`config.mk`:
```
export PLATFORM = sky130hd
export DESIGN_NAME = icache_refill_arbiter
export DESIGN_NICKNAME = d
export VERILOG_FILES = /design/src/rtl/icache_pf_pkg.sv /design/src/rtl/refill_outstanding_table.sv /design/src/rtl/icache_refill_arbiter.sv
export SDC_FILE = /design/constraint.sdc
export NUM_CORES = 1
export LEC_CHECK = 0
export ABC_AREA = 1
export CORE_MARGIN = 4
export CORE_UTILIZATION = 45
export CTS_BUF_LIST = sky130_fd_sc_hd__clkbuf_8
export DETAILED_ROUTE_END_ITERATION = 8
export HOLD_SLACK_MARGIN = 0.08
export PLACE_DENSITY = 0.79
export SKIP_CTS_REPAIR_TIMING = 1
export SLEW_MARGIN = 10
export SYNTH_ARGS = -nofsm -noshare
export SYNTH_HDL_FRONTEND = slang
export SYNTH_SLANG_ARGS = --single-unit
```
`constraint.sdc`:
```
create_clock -name clk -period 7.3 [get_ports clk]
set_input_delay 1.46 -clock clk [delete_from_list [all_inputs] [get_ports clk]]
set_output_delay 1.46 -clock clk [all_outputs]
set_load 0.03 [all_outputs]
```
`src/rtl/icache_pf_pkg.sv`:
```
// Shared types for the I-cache refill arbiter: control FSM states and the
// outstanding-refill slot record.
package icache_pf_pkg;

  typedef enum logic {
    RUN   = 1'b0,
    DRAIN = 1'b1
  } arb_state_e;

  // Slot fields are sized for the widest supported configuration; narrower
  // instances zero-extend into them.
  localparam int SLOT_LINE_W = 64;
  localparam int SLOT_ID_W   = 32;

  typedef struct packed {
    logic                   valid;
    logic [SLOT_LINE_W-1:0] line;
    logic [SLOT_ID_W-1:0]   id;
  } slot_t;

endpackage

```
`src/rtl/refill_outstanding_table.sv`:
```
// Outstanding refill slots: lowest-free allocate, lowest-match retire by ID,
// and prefetch line compare against slots and the concurrent miss.
module refill_outstanding_table
  import icache_pf_pkg::*;
#(
  parameter int ID_WIDTH        = 16,
  parameter int MAX_OUTSTANDING = 4,
  parameter int LINE_W          = 28
) (
  input  logic                                 clk,
  input  logic                                 rst_n,
  input  logic                                 alloc_i,
  input  logic [LINE_W-1:0]                    alloc_line_i,
  input  logic [ID_WIDTH-1:0]                  alloc_id_i,
  input  logic                                 retire_i,
  input  logic [ID_WIDTH-1:0]                  retire_id_i,
  input  logic [LINE_W-1:0]                    pf_line_i,
  input  logic                                 miss_vld_i,
  input  logic [LINE_W-1:0]                    miss_line_i,
  output logic                                 pf_hit_o,
  output logic                                 full_o,
  output logic [$clog2(MAX_OUTSTANDING+1)-1:0] count_o
);

  localparam int CW = $clog2(MAX_OUTSTANDING+1);

  slot_t [MAX_OUTSTANDING-1:0] slot_q, slot_d;
  logic  [CW-1:0]              count_q, count_d;
  logic                        placed, found;

  // Allocation scans slot_q, so a slot freed this cycle is not reusable yet.
  always_comb begin
    slot_d  = slot_q;
    placed  = 1'b0;
    found   = 1'b0;
    for (int i = 0; i < MAX_OUTSTANDING; i++) begin
      if (!found && retire_i && slot_q[i].valid &&
          slot_q[i].id == SLOT_ID_W'(retire_id_i)) begin
        slot_d[i].valid = 1'b0;
        found = 1'b1;
      end
    end
    for (int i = 0; i < MAX_OUTSTANDING; i++) begin
      if (!placed && alloc_i && !slot_q[i].valid) begin
        slot_d[i].valid = 1'b1;
        slot_d[i].line  = SLOT_LINE_W'(alloc_line_i);
        slot_d[i].id    = SLOT_ID_W'(alloc_id_i);
        placed = 1'b1;
      end
    end
    count_d = count_q + CW'(placed) - CW'(found);
  end

  always_comb begin
    pf_hit_o = miss_vld_i && (miss_line_i == pf_line_i);
    for (int i = 0; i < MAX_OUTSTANDING; i++) begin
      if (slot_q[i].valid && slot_q[i].line == SLOT_LINE_W'(pf_line_i)) begin
        pf_hit_o = 1'b1;
      end
    end
  end

  always_ff @(posedge clk or negedge rst_n) begin
    if (!rst_n) begin
      slot_q  <= '0;
      count_q <= '0;
    end else begin
      slot_q  <= slot_d;
      count_q <= count_d;
    end
  end

  assign full_o  = (count_q == CW'(MAX_OUTSTANDING));
  assign count_o = count_q;

endmodule

```
`src/rtl/icache_refill_arbiter.sv`:
```
// Arbitrates demand misses and prefetches onto one L2 refill port with
// alternating priority, prefetch squash, and a flush/drain FSM.
module icache_refill_arbiter
  import icache_pf_pkg::*;
#(
  parameter int ADDR_WIDTH      = 32,
  parameter int ID_WIDTH        = 16,
  parameter int MAX_OUTSTANDING = 4,
  parameter int LINE_OFFSET     = 4
) (
  input  logic                                 clk,
  input  logic                                 rst_n,
  input  logic                                 miss_req_i,
  input  logic [ADDR_WIDTH-1:0]                miss_add_i,
  input  logic [ID_WIDTH-1:0]                  miss_ID_i,
  output logic                                 miss_gnt_o,
  input  logic                                 pf_req_i,
  input  logic [ADDR_WIDTH-1:0]                pf_add_i,
  input  logic [ID_WIDTH-1:0]                  pf_ID_i,
  output logic                                 pf_gnt_o,
  input  logic                                 pf_enable_i,
  input  logic                                 flush_i,
  output logic                                 refill_req_o,
  output logic [ADDR_WIDTH-1:0]                refill_add_o,
  output logic [ID_WIDTH-1:0]                  refill_ID_o,
  input  logic                                 refill_gnt_i,
  input  logic                                 refill_r_valid_i,
  input  logic [ID_WIDTH-1:0]                  refill_r_ID_i,
  output logic                                 pf_drop_o,
  output logic                                 flush_ack_o,
  output logic [$clog2(MAX_OUTSTANDING+1)-1:0] outstanding_o
);

  localparam int LINE_W = ADDR_WIDTH - LINE_OFFSET;

  arb_state_e state_q;
  logic       arb_q;
  logic       run, full, pf_hit, pf_eff, pf_cand, squash, sel_pf, issue;

  refill_outstanding_table #(
    .ID_WIDTH       (ID_WIDTH),
    .MAX_OUTSTANDING(MAX_OUTSTANDING),
    .LINE_W         (LINE_W)
  ) u_tbl (
    .clk         (clk),
    .rst_n       (rst_n),
    .alloc_i     (issue),
    .alloc_line_i(refill_add_o[ADDR_WIDTH-1:LINE_OFFSET]),
    .alloc_id_i  (refill_ID_o),
    .retire_i    (refill_r_valid_i),
    .retire_id_i (refill_r_ID_i),
    .pf_line_i   (pf_add_i[ADDR_WIDTH-1:LINE_OFFSET]),
    .miss_vld_i  (miss_req_i),
    .miss_line_i (miss_add_i[ADDR_WIDTH-1:LINE_OFFSET]),
    .pf_hit_o    (pf_hit),
    .full_o      (full),
    .count_o     (outstanding_o)
  );

  assign run     = (state_q == RUN);
  assign pf_eff  = pf_req_i & pf_enable_i;
  // A squashed prefetch is acknowledged even when full, but never during drain.
  assign squash  = run & pf_eff & pf_hit;
  assign pf_cand = pf_eff & ~pf_hit;
  assign sel_pf  = pf_cand & (~miss_req_i | arb_q);

  assign refill_req_o = run & ~full & (miss_req_i | pf_cand);
  assign refill_add_o = !refill_req_o ? '0 : (sel_pf ? pf_add_i : miss_add_i);
  assign refill_ID_o  = !refill_req_o ? '0 : (sel_pf ? pf_ID_i : miss_ID_i);
  assign issue        = refill_req_o & refill_gnt_i;

  assign miss_gnt_o  = issue & ~sel_pf;
  assign pf_gnt_o    = squash | (issue & sel_pf);
  assign pf_drop_o   = squash;
  assign flush_ack_o = ~run & (outstanding_o == '0);

  always_ff @(posedge clk or negedge rst_n) begin
    if (!rst_n) begin
      state_q <= RUN;
      arb_q   <= 1'b0;
    end else begin
      if (issue) arb_q <= ~sel_pf;
      case (state_q)
        RUN:     if (flush_i) state_q <= DRAIN;
        DRAIN:   if (outstanding_o == '0) state_q <= RUN;
        default: state_q <= RUN;
      endcase
    end
  end

endmodule

```
==> results of run 1 <==
critical path: cells and delay by family:
kind / cells / cell delay [ns]
AO/OA/AOI/OAI: 1 / 0.08
buffers and inverters: 6 / 2.05
AND/OR/NAND/NOR: 11 / 1.41
registers in the layout, summed over array words and instances (netlist names):
name and cells:
state_q 1, u_tbl.count_o 3, arb_q 1, u_tbl.slot_q 180
cells in the mapped netlist, drive strengths merged, types with 3 or more instances:
library cell	number	area (sq um)
nand2	574	2162
inv	239	897.1
o21ai	212	1080
dfrtp	185	4629
nand3	134	835.8
nor2	104	400.4
buf	49	299.0
xnor2	26	227.7
xor2	26	227.7
clkbuf	21	81.33
nand3b	20	150.1
nand4	19	118.9
nor4	19	118.9
o22ai	18	112.6
or2	13	81.33
nor3	8	40.04
a21oi	6	30.03
o2111ai	6	52.55
a221oi	3	26.28
clkinv	3	11.26
o211ai	3	22.52
where the power goes:
group          switching [mW]  total, mW  internal, mW
clock network           0.432      0.726         0.294
logic                   0.824       1.29         0.466
registers               0.264       1.54          1.28
routing by layer:
layer | GRT usage, % | part of all wire, % | wire, um
met1 | 40.29 | 40 | 18020
met4 | 14.00 | 5.1 | 2295
met5 | 0 | 0.018 | 8
met3 | 5.707 | 8.3 | 3718
met2 | 49.86 | 46 | 20590
worst max path at each step:
stage                     slack, ns    startpoint          endpoint
after global routing           0.54  pf_add_i[12]  refill_add_o[11]
final                          0.83   pf_add_i[7]  refill_add_o[11]
after CTS                      0.87  pf_add_i[30]   refill_ID_o[15]
after floorplan                2.56  pf_add_i[20]   refill_add_o[0]
after detailed placement       0.88  pf_add_i[30]   refill_ID_o[15]
after global placement         0.88  pf_add_i[12]   refill_ID_o[12]
final cells by class:
class / count / area share (%)
inverter: 242 / 6.472
tap: 330 / 2.942
sequential: 185 / 32.98
clock buffer: 18 / 1.765
multi-input combinational: 1204 / 41.50
clock inverter: 14 / 1.105
timing repair buffer: 189 / 13.24
metrics by stage:
step	util [%]	hold WS, ns	total power [mW]	worst slack [ns]	cell area [sq um]
global route	55.26	0.5181	3.764	0.5442	14040
detailed placement	53.67	0.4655	2.824	0.8778	13630
finish	55.26	0.4920	3.558	0.8275	14040
floorplan	-	0.4494	2.283	2.555	11730
global placement	53.67	0.4670	2.799	0.8808	13630
CTS	55.26	0.4924	3.544	0.8711	14040
cells by family (layout without fill, tap and decap cells):
logic type,count (synthesis),after routing
and+or+nand+nor,895,895
buffers and inverters,312,463
AOI/OAI and AO/OA,254,254
DFF,185,185
xor gates and xnor gates,52,52
adders and majority gates,3,3
==> flow_results.org, run 1 <==
** Timing
- Setup violations remaining at the end of the flow were counted as 0.
- Worst Clk Skew :: 0.02428 ns
- Period minus WS final :: 6.472 ns
- The final critical path takes up 88.66% of the cycle.
- For this run, the top clock speed supported by timing is roughly 150 MHz.
- Setup TNS :: 0 ns
- For the pin with the worst max-slew slack, the measured transition is 1.159 ns.
- Setup repair after global routing left no endpoint under its margin.
- The count of final max-slew check failures came to 0.
- Headroom to the max-slew limit came out at 22.74%.
- Final count of hold timing violations :: 0

** Routing
- Detailed routing inserted a total of around 12k vias.
- First drt pass iteration count :: 5
- Violation count after the first detailed-routing iteration :: between 1k and 1.5k
- Post-DRT Antenna Nets :: 0
- Wire length after detailed routing :: ~45000 um
- Detail-routed via count per cell :: 5.563
- Final routed wire length divided by cell count :: 20.45 um
- After detailed routing, the number of remaining DRC violations is 0.

** Worst setup path
- Startpoint kind of the worst setup timing path :: input pin
- Setup slack on the worst reg-to-reg path comes out at 3.60 ns.
- For the worst setup path, the data arrival time is 5.01 ns.
- CP Max Fanout :: 22
- Walking the worst path, the cells encountered are clkdlybuf4s50_1 > inv_2 > nand2_1 > o21ai_0 > nor2_1 > nand2_1 > nor2_1 > nand2_1 > nor2_1 > nor2_1 > nand3_2 > inv_2 > nand2_2 > buf_4 > nand2_1 > nand3_1 > inv_1 > clkdlybuf4s50_1.
- Critical path capture point type :: primary output
- Worst reg2reg path endpoint :: u_tbl.slot_q[104]$_DFFE_PN0P_
- Measured in cells, the most critical reg-to-reg path has a length of 15.
- Data on the critical path is required at its endpoint by between 5 and 6 ns.
- The critical path is of the in2out type.
- In this design, the stage delay of the slowest critical-path cell is 0.73 ns.
- Max stage delay cell, worst path :: clkdlybuf4s50_1
- Worst reg2reg startpoint :: u_tbl.slot_q[252]$_DFFE_PN0P_

** Yosys
- Summing the areas of all fa, ha and maj instances in the mapped netlist gives less than 1% of the synthesized area.
- In the synthesized netlist, the number of instances is 1701.
- Measured against the total synthesized area, the mux share comes to 0%.
- Flops & latches, synth :: approximately 190
- Total of warnings raised by yosys :: 0
- After synthesis, flip-flops and latches occupy 39.46% of the total area.
- For this run, the leading register cell type out of synthesis is dfrtp_1.
- In this run the cell area of the synthesized design comes to 11730 sq um.
- Xor and xnor fraction of the mapped netlist area :: 3.882%
- Async SR Flop Fraction :: 100.0%
- In this run, synthesis inferred 0 flip-flops with an integrated enable.
- The synthesized netlist contains 44 unique library cells.
- The number of nets handed over by synthesis was 1824.
- By area, the combinational part of the netlist is dominated by simple AND/OR/NAND/NOR gates.
- After Yosys synthesis, and, or, nand and nor cells account for 33.54% of the synthesized area.
- Post-synthesis compound-gate area fraction :: 11.74%
- Post-Synthesis Mean Instance Area :: around 6.9 sq um

** Clock network
- Insertion delay of the later-clocked pin in the worst-skew pair :: 0.49 ns
- TritonCTS built the clock tree.
- In this run the number of H-tree levels came out at 4.
- CTS saw 185 sinks.
- The longest clock path from root to sink contains 2 buffers.
- The tree is rooted in a clkbuf_8.
- Clock-pin slew was measured on the worst setup and hold paths at roughly 0.11 ns.
- Buffers inserted during clock tree synthesis total 17.

** Global routing
- GRT Overall Usage :: 30.78%
- Number of global-route vias before repair :: around 12k
- The initial antenna violation count is 1.
- Maximum number of pins on one net before global-route repair :: 79
- Global-route wire length before repair :: 68290 um
- For this run the aggregate overflow at the end of global routing stands at 0.

** Cells and area
- Share of post-route cells with drive strength above 1 :: 8.045%
- Commonest non-fill, non-tap cells in the layout :: 570 x nand2_1, 186 x inv_1, 185 x dfrtp_1
- # nets final :: 1962
- Multi-input gate area in the final layout :: around 5800 sq um
- From synthesis to final layout, the design area changed by 19.65%.
- Storage cell area :: between 4000 and 5000 sq um
- Number of antenna diodes :: 0
- The library cell used most frequently in the layout, excluding fill and tap cells, is nand2_1.
- Non-filler instance count after layout :: 2182
- Filler cell count in the final layout :: 2522

** Pwr
- Power density over the cells :: approximately 250 nW/um^2
- Maximum resistive drop on vdd :: between 0.15 and 0.2 mV
- Pleak :: 6.737 nW

** Flow run
- The tool flagged a number of max-cap violations equal to 0.

** Die
- The initial utilization of the core area, before any placement, comes to 46.19%.
- In this run the vertical extent of the chip is 169.5 um.
- Number of top-level pins :: 176
- Floorplan die area :: between 20000 and 30000 sq um
- The floorplan has 58 rows.
- Core Box Area :: 25400 sq um
- Die extent in x :: between 150 and 200 um

** Min path
- Hold worst-path end :: u_tbl.slot_q[346]$_DFFE_PN0P_
- The worst hold path was traced through 2 stages.
- Class of the tightest hold or removal check :: reg2reg
- Startpoint of the worst hold path :: u_tbl.slot_q[346]$_DFFE_PN0P_

** Place
- Number of port buffers :: around 180
- Final estimated routing congestion in global placement :: 1.007
- DPL Wire Length :: 33580 um
- Placed Cells :: 2150

** Status
- Run status :: finished, final reports clean
Power figures use the tool's default switching activity.
==> inputs of run 2 (changes only) <==
--- a/config.mk
+++ b/config.mk
@@ -7,11 +7,11 @@
 export LEC_CHECK = 0
 export ABC_AREA = 1
 export CORE_MARGIN = 4
-export CORE_UTILIZATION = 45
+export CORE_UTILIZATION = 38
 export CTS_BUF_LIST = sky130_fd_sc_hd__clkbuf_8
 export DETAILED_ROUTE_END_ITERATION = 8
 export HOLD_SLACK_MARGIN = 0.08
-export PLACE_DENSITY = 0.79
+export PLACE_DENSITY = 0.7
 export SKIP_CTS_REPAIR_TIMING = 1
 export SLEW_MARGIN = 10
 export SYNTH_ARGS = -nofsm -noshare
==> constraint.sdc (replaced) <==
create_clock -name clk -period 7 [get_ports clk]
set_input_delay 1.4 -clock clk [delete_from_list [all_inputs] [get_ports clk]]
set_output_delay 1.4 -clock clk [all_outputs]
set_load 0.03 [all_outputs]
==> run 2 against run 1 <==
Effect of this change:
- sequential cell count unchanged
- utilization down 8.6 points
- non-clock buffer count grew 2
- cell area rose by 1.5%
- count of clock-buffer cells in the layout decreased by 1
- clock skew fell by 0.0012 ns
- clock power is 0.6% higher
- power rose by 4.1%
- worst setup slack got worse by 0.19 ns
- highest routed layer is now met4
==> flow_results.org, run 2 (synthesis results as in run 1) <==
** Cells and area
- Commonest non-fill, non-tap cells in the layout :: 570 x nand2_1, 187 x inv_1, 185 x dfrtp_1
- Commonest non-fill, non-tap cell in the layout :: nand2_1
- For this run, the post-layout net count is 1964.
- Area added between synthesis and finish :: 21.45%
- Once layout is complete, the utilization of the core stands at 46.70%.
- The register with the most flip-flops in the layout has between 150 and 200 of them.
- Register bank with the most flops :: u_tbl.slot_q
- Filler cell count in the final layout :: 3134
- The number of antenna diodes in the final layout is 0.
- Cells with a size suffix above 1 make up 9.924% of the layout.

** Die
- Die extent in x :: around 180 um
- Effective utilization at floorplan :: 38.45%
- Core Box Area :: 30510 sq um
- During I/O placement, the number of pins put on the boundary was 176.
- The die is 183.7 um tall.
- Floorplan die area :: 33750 sq um
- Row count :: 64

** Timing
- Maximum clock rate :: around 160 MHz
- The worst path needs around 6.4 ns of the cycle, external delays included.
- Number of slew-limit violations in the final report :: 0
- Worst-Margin Slew :: between 0.9 and 1 ns
- For the final routed database, the setup TNS stands at 0 ns.
- Worst Clk Skew :: 0.02312 ns
- Rel. slew slack :: 36.71%
- Post-route fraction of the period consumed by the critical path :: 90.87%
- The tightest hold path in the finished design has a slack of 0.4976 ns.
- Setup repair after global routing left no endpoint under its margin.
- The final-report hold violation count is 0.
- Setup violations remaining at the end of the flow were counted as 0.

** Place
- Routability-driven placement finished with a final weighted congestion of a little over 1.
- The count of buffers added on input and output ports is 175.
- DPL Wire Length :: 34480 um

** Clock network
- TritonCTS Buffers :: 17
- TritonCTS built the clock tree.
- H-tree depth :: 4
- # clock sinks :: 185
- Insertion delay of the later-clocked pin in the worst-skew pair :: 0.49 ns
- The tree is rooted in a clkbuf_8.
- No sink is reached through more buffers than the 2 on the longest clock path.
- Clock-pin slew on the worst setup and hold paths :: around 0.1 ns

** Worst setup path
- Startpoint kind of the worst setup timing path :: input pin
- At the worst endpoint, the required time is 5.60 ns.
- Critical path capture point type :: primary output
- Setup CP Type :: in2out
- At the worst endpoint, the arrival time is 4.96 ns.
- In this run the worst path has a maximum fanout of 19.

** Status
- Run status :: finished, final reports clean

** Global routing
- The first global-routing pass estimated 69520 um of wire.
- The initial antenna violation count came to 0.
- Maximum number of pins on one net before global-route repair :: 101
- The number of global-route vias before repair came to approximately 12k.
- GRT Overall Usage :: 26.74%
- Global routing finished with a remaining overflow of 0.

** Pwr
- The analysis attributes to cell leakage a power of between 6 and 7 nW.
- Maximum resistive drop on vdd :: 0.1160 mV
- Power density over the cells :: roughly 260 nW/um^2

** Flow run
- Reported max-cap violation count :: 0

** Routing
- Wire length after detailed routing :: 45380 um
- Remaining DRCs :: 0
- In this run the remaining antenna-violating nets after routing total 0.
- Final routed wire length divided by cell count :: 20.17 um
- First drt pass iteration count :: 5
- Dividing the detail-routed via count by the number of cells gives 5.312.
- The detailed router finished its first iteration with 1028 violations.
- Total number of vias :: 11.95k

** Min path
- The worst hold path belongs to the class reg2reg.
-- run 2: changes by cell type in the layout (fill, tap and decap cells not counted), sizes merged --
cell,before,now
buf,15,51
clkinvlp,2,4
clkdlybuf4s50,174,140
clkbuf,18,17
inv,245,247
clkinv,8,5
-- run 2: stage by stage --
step	instance area (sq um)	worst slack [ns]	total power [mW]	cells
after detailed placement	13870	0.7462	2.973	2218
final	14250	0.6391	3.704	2250
after floorplan	11730	2.375	2.381	1701
after global placement	13870	0.7321	2.951	2218
after CTS	14250	0.7208	3.708	2250
after global routing	14250	0.5780	3.934	2250
-- run 2: cell type report --
class	count	area, sq um	area share (%)
multi-input combinational	1204	5824	40.88
sequential	185	4629	32.49
timing repair buffer	191	2013	14.13
inverter	242	908.4	6.376
tap	396	495.5	3.478
clock buffer	17	234.0	1.642
clock inverter	15	142.6	1.001
-- run 2: worst paths after layout --
check | end | slack, ns | start | depth (start not counted)
worst max-delay path | refill_ID_o[5] | 0.64 | pf_add_i[26] | 17
worst min-delay path | u_tbl.slot_q[298]$_DFFE_PN0P_ | 0.50 | u_tbl.slot_q[298]$_DFFE_PN0P_ | 2
worst max register to register | u_tbl.slot_q[59]$_DFFE_PN0P_ | 3.51 | u_tbl.slot_q[130]$_DFFE_PN0P_ | 13
worst min register to register | u_tbl.slot_q[298]$_DFFE_PN0P_ | 0.50 | u_tbl.slot_q[298]$_DFFE_PN0P_ | 2
max in group asynchronous | u_tbl.slot_q[197]$_DFFE_PN0P_ | 4.56 | rst_n | 2
min in group asynchronous | u_tbl.slot_q[300]$_DFFE_PN0P_ | 1.03 | rst_n | 1
-- run 2: layer usage --
layer / vias to the layer above / share of wire, % / track usage [%]
met5: - / 0 / 0
met4: 0 / 3.9 / 10.20
met2: 489 / 48 / 45.29
met1: 5685 / 41 / 34.41
met3: 95 / 6.4 / 4.412
li1: 5683 / - / -
-- run 2: worst max-delay path, stage by stage --
cell and delay, ns:
clkdlybuf4s50_1 0.62, inv_2 0.13, o21ai_0 0.36, nor2_1 0.09
nand2_1 0.08, nor2_1 0.04, nand2_1 0.08, nor2_1 0.06
nor2_1 0.16, nand3_2 0.13, nand2_2 0.13, nand2_1 0.07
inv_2 0.46, buf_4 0.28, nand3_2 0.12, inv_2 0.09
clkdlybuf4s50_1 0.67
-- run 2: where the power goes --
part | leakage [nW] | internal (mW) | total [mW] | switching (mW)
Combinational | 4.13 | 0.507 | 1.36 | 0.856
Clock | 0.186 | 0.290 | 0.730 | 0.439
Sequential | 2.54 | 1.33 | 1.61 | 0.279
==> inputs of run 3 (changes only) <==
--- a/config.mk
+++ b/config.mk
@@ -5,13 +5,15 @@
 export SDC_FILE = /design/constraint.sdc
 export NUM_CORES = 1
 export LEC_CHECK = 0
-export ABC_AREA = 1
+export CELL_PAD_IN_SITES_DETAIL_PLACEMENT = 0
+export CELL_PAD_IN_SITES_GLOBAL_PLACEMENT = 2
 export CORE_MARGIN = 4
-export CORE_UTILIZATION = 38
+export CORE_UTILIZATION = 37
 export CTS_BUF_LIST = sky130_fd_sc_hd__clkbuf_8
+export CTS_CLUSTER_DIAMETER = 120
 export DETAILED_ROUTE_END_ITERATION = 8
 export HOLD_SLACK_MARGIN = 0.08
-export PLACE_DENSITY = 0.7
+export PLACE_DENSITY = 0.93
 export SKIP_CTS_REPAIR_TIMING = 1
 export SLEW_MARGIN = 10
 export SYNTH_ARGS = -nofsm -noshare
==> run 3 against run 2 <==
Effect of this change:
- combinational power rose by 17%
- clock skew barely moved
- critical path type unchanged
- maximum frequency fell by 5.5%
- cell area fell by 9.4%
- clock power rose by 3.0%
- global-route usage fell by 8.3 points
- register-to-register slack got worse by 0.45 ns
- worst setup slack got worse by 0.37 ns
- non-clock buffer count rose by 2
- count of clock-buffer cells in the layout did not move
- routed wire length fell by 36%
==> flow_results.org, run 3 <==
** Die
- Row count :: between 60 and 70
- In this run the vertical extent of the chip is 176.6 um.
- Effective utilization at floorplan :: about 38%
- After floorplanning, the core was sized to cover 27930 sq um.
- 176 I/O pins were placed.
- From left edge to right edge, the die measures 176.6 um.
- Floorplan die area :: 31170 sq um

** Place
- Final estimated routing congestion in global placement :: 0.8748
- At the placement stage, the worst setup path has a slack of about 0.043 ns.
- Port buffering added 175 buffers.
- Detailed placement ended at an HPWL of 21670 um.

** Global routing
- Global-route wire length before repair :: approximately 44000 um
- Global route overflow :: 0
- Number of global-route vias before repair :: 7413
- Maximum number of pins on one net before global-route repair :: between 70 and 80
- Antenna violations before repair :: 0
- Global routing used 18.45% of the available tracks.

** Yosys
- Largest cells by area after synthesis :: dfrtp_1 44%, mux2_2 19%, xnor2_1 15%
- Post-Synthesis Mean Instance Area :: about 12 sq um
- Ranking of synthesized cells by instance count :: 185 x dfrtp_1, 181 x mux2_2, 176 x xnor2_1, 44 x and2_1, 41 x nand4_1
- Most frequent cell after synthesis :: dfrtp_1
- In this run the cell area of the synthesized design comes to 10510 sq um.
- In this run, synthesis produced a sequential element count of 185.
- Syn nets :: 970
- Counting flops with an async set or reset pin after synthesis yields a share of 100.0%.
- For this run, the number of Yosys warnings is 0.
- Synthesis handed over a netlist of 847 instances.
- Library cells used by synthesis :: 32
- For this run, the leading register cell type out of synthesis is dfrtp_1.
- Largest area contributor in the synthesized netlist :: dfrtp_1
- Number of synthesized flops with an enable pin :: 0
- In this run the biggest area consumer among cell types represents ~44% of the synthesized area.
- Of the synthesized area, sequential elements account for 44.04%.

** Cells and area
- Of the cells placed in the final design, the portion with a size suffix greater than 1 is 27.57%.
- Flip-flop count of the largest register after layout :: 180
- Commonest non-fill, non-tap cell in the layout :: dfrtp_1
- At the end of the flow the core is filled with cells to 46.21%.
- For this run, the post-layout net count is around 1.1k.
- Register bank with the most flops :: u_tbl.slot_q
- From synthesis to final layout, the design area changed by 22.79%.
- Number of antenna diodes :: 0
- The layout has 2562 filler cells.
- In the layout the commonest cells are 185 x dfrtp_1, 181 x mux2_2, 176 x xnor2_1.

** Routing
- Wire length after detailed routing :: 28880 um
- After detailed routing, the average wire length per cell comes to 20.78 um.
- Detailed routing inserted a total of 6938 vias.
- After the first detailed-routing iteration, the DRC count stood at 262.
- Met3 routed WL :: 1697 um
- Detail-routed via count per cell :: 4.991
- First drt pass iteration count :: 5
- Highest routed layer :: met4
- Total met2 wirelength after detailed routing :: 14290 um
- Remaining DRCs :: 0
- Post-DRT Antenna Nets :: 0
- In the final routing, the length of wire on met1 measures about 12000 um.

** Timing
- Setup violations remaining at the end of the flow were counted as 0.
- In this run the tightest slew margin relative to its limit is a little under two fifths.
- The clock arrives with approximately 0.023 ns of skew.
- Period minus WS final :: 6.729 ns
- The final-report hold violation count came to 0.
- Number of slew-limit violations in the final report :: 0
- Once routing completed, OpenROAD measured the worst setup slack at 0.2712 ns.
- At the pin with the least slew margin, the transition time is about 0.93 ns.
- RSZ-0062 raised after global routing :: no
- Post-route fraction of the period consumed by the critical path :: between 90% and 100%
- Maximum clock rate :: 148.6 MHz
- After routing, the total negative slack on setup checks comes to 0 ns.

** Worst setup path
- In this run the worst path has a maximum fanout of 24.
- Data on the critical path is required at its endpoint by 5.60 ns.
- The setup path with the least slack is of type in2out.
- Worst reg2reg startpoint :: u_tbl.slot_q[146]$_DFFE_PN0P_
- The worst setup path is launched from an input pin.
- Worst Reg2Reg Path Length in Cells :: 10
- Critical path capture point type :: primary output
- The setup check on the worst reg-to-reg path leaves a slack of 3.06 ns.
- Data on the critical path arrives at its endpoint at 5.33 ns.
- Worst reg2reg path endpoint :: u_tbl.slot_q[246]$_DFFE_PN0P_

** Flow run
- Reported max-cap violation count :: 0

** Clock network
- TritonCTS clock tree :: done
- TritonCTS created 17 clock buffers.
- H-tree depth :: 4
- Cell at the root of the clock tree :: clkbuf_8
- Clock-pin slew on the worst setup and hold paths :: 0.10 ns
- The longest clock path from root to sink contains 2 buffers.
- Insertion delay of the later-clocked pin in the worst-skew pair :: around 0.47 ns
- # clock sinks :: 185

** Status
- The flow ran to the end, and the final reports show no timing, DRC or antenna violations.

** Min path
- Startpoint of the worst hold path :: u_tbl.slot_q[8]$_DFFE_PN0P_
- In this run the worst hold path is classified as reg2reg.
- For hold timing, the worst endpoint is u_tbl.slot_q[8]$_DFFE_PN0P_.
- Counting instances, the worst hold path has a depth of 1.

** Pwr
- Maximum resistive drop on vdd :: ~0.13 mV
- Power density over the cells :: 318.4 nW/um^2
- The analysis attributes to cell leakage a power of roughly 5.4 nW.
[run 3: cell types whose count changed after synthesis, moves of 69 or more]
cell and change:
nand2_1 -557, mux2_2 +181, inv_1 -175, nor2_1 -93, o21ai_0 -134, o21ai_1 -69, nand3_1 -101, xnor2_1 +150
[run 3: worst max-delay path by stage]
stage	slack (ns)	endpoint	from
2_1_floorplan	2.07	refill_ID_o[10]	pf_add_i[23]
3_3_place_gp	0.09	refill_ID_o[14]	pf_add_i[19]
6_report	0.27	refill_ID_o[6]	pf_add_i[19]
4_1_cts	0.03	refill_ID_o[14]	pf_add_i[19]
5_1_grt	0.04	refill_ID_o[6]	pf_add_i[29]
3_5_place_dp	0.04	refill_ID_o[15]	pf_add_i[19]
[run 3: area by class of cell]
class                   instances  area [sq um]  share of cell area, %
repair buffers                193          1888                  14.63
clock inverters                15         176.4                  1.367
clock buffers                  17         234.0                  1.813
multi-input cells             591          5466                  42.35
flip-flops and latches        185          4629                  35.86
well taps                     378         473.0                  3.664
inverters                      11         41.29                 0.3199
[run 3: per-layer routing]
layer / global-route usage, % / vias up
li1: - / 3211
met1: 23.87 / 3491
met2: 31.07 / 204
met3: 4.839 / 32
met4: 4.384 / 0
met5: 0 / -
[run 3: cell families (layout without fill, tap and decap cells)]
| logic type | after synthesis | in the layout | synth area share [%] |
|---|---|---|---|
| compound gates | 12 | 13 | 0.8093 |
| xor+xnor | 206 | 206 | 17.16 |
| fa+ha+maj | 3 | 3 | 0.4284 |
| buf+inv | 72 | 236 | 4.201 |
| flops | 185 | 185 | 44.04 |
| mux | 224 | 224 | 25.34 |
| simple gates | 145 | 145 | 8.022 |
[run 3: metrics by stage]
stage | total power, mW | hold slack (ns) | cell area [sq um] | std cells
CTS | 4.133 | 0.5365 | 12900 | 1389
floorplan | 2.834 | 0.4719 | 10510 | 847
global placement | 3.352 | 0.4986 | 12490 | 1357
detailed placement | 3.386 | 0.5147 | 12490 | 1357
global route | 4.332 | 0.5445 | 12910 | 1390
finish | 4.111 | 0.5351 | 12910 | 1390
[run 3: worst max-delay path, stage by stage]
cell	delay, ns
clkdlybuf4s50_1	0.74
xnor2_1	0.19
nand4_1	0.18
nor4_1	0.10
nand4_1	0.14
nand4_1	0.34
a21oi_4	0.58
buf_4	0.44
mux2_2	0.44
and2_1	0.17
clkdlybuf4s50_1	0.59
[run 3: report_power, final]
part	total (mW)	internal [mW]	leakage [nW]	switching (mW)
combinational	1.59	0.887	2.80	0.705
sequential	1.77	1.46	2.35	0.303
clock	0.752	0.303	0.205	0.449
total	4.11	2.65	5.35	1.46
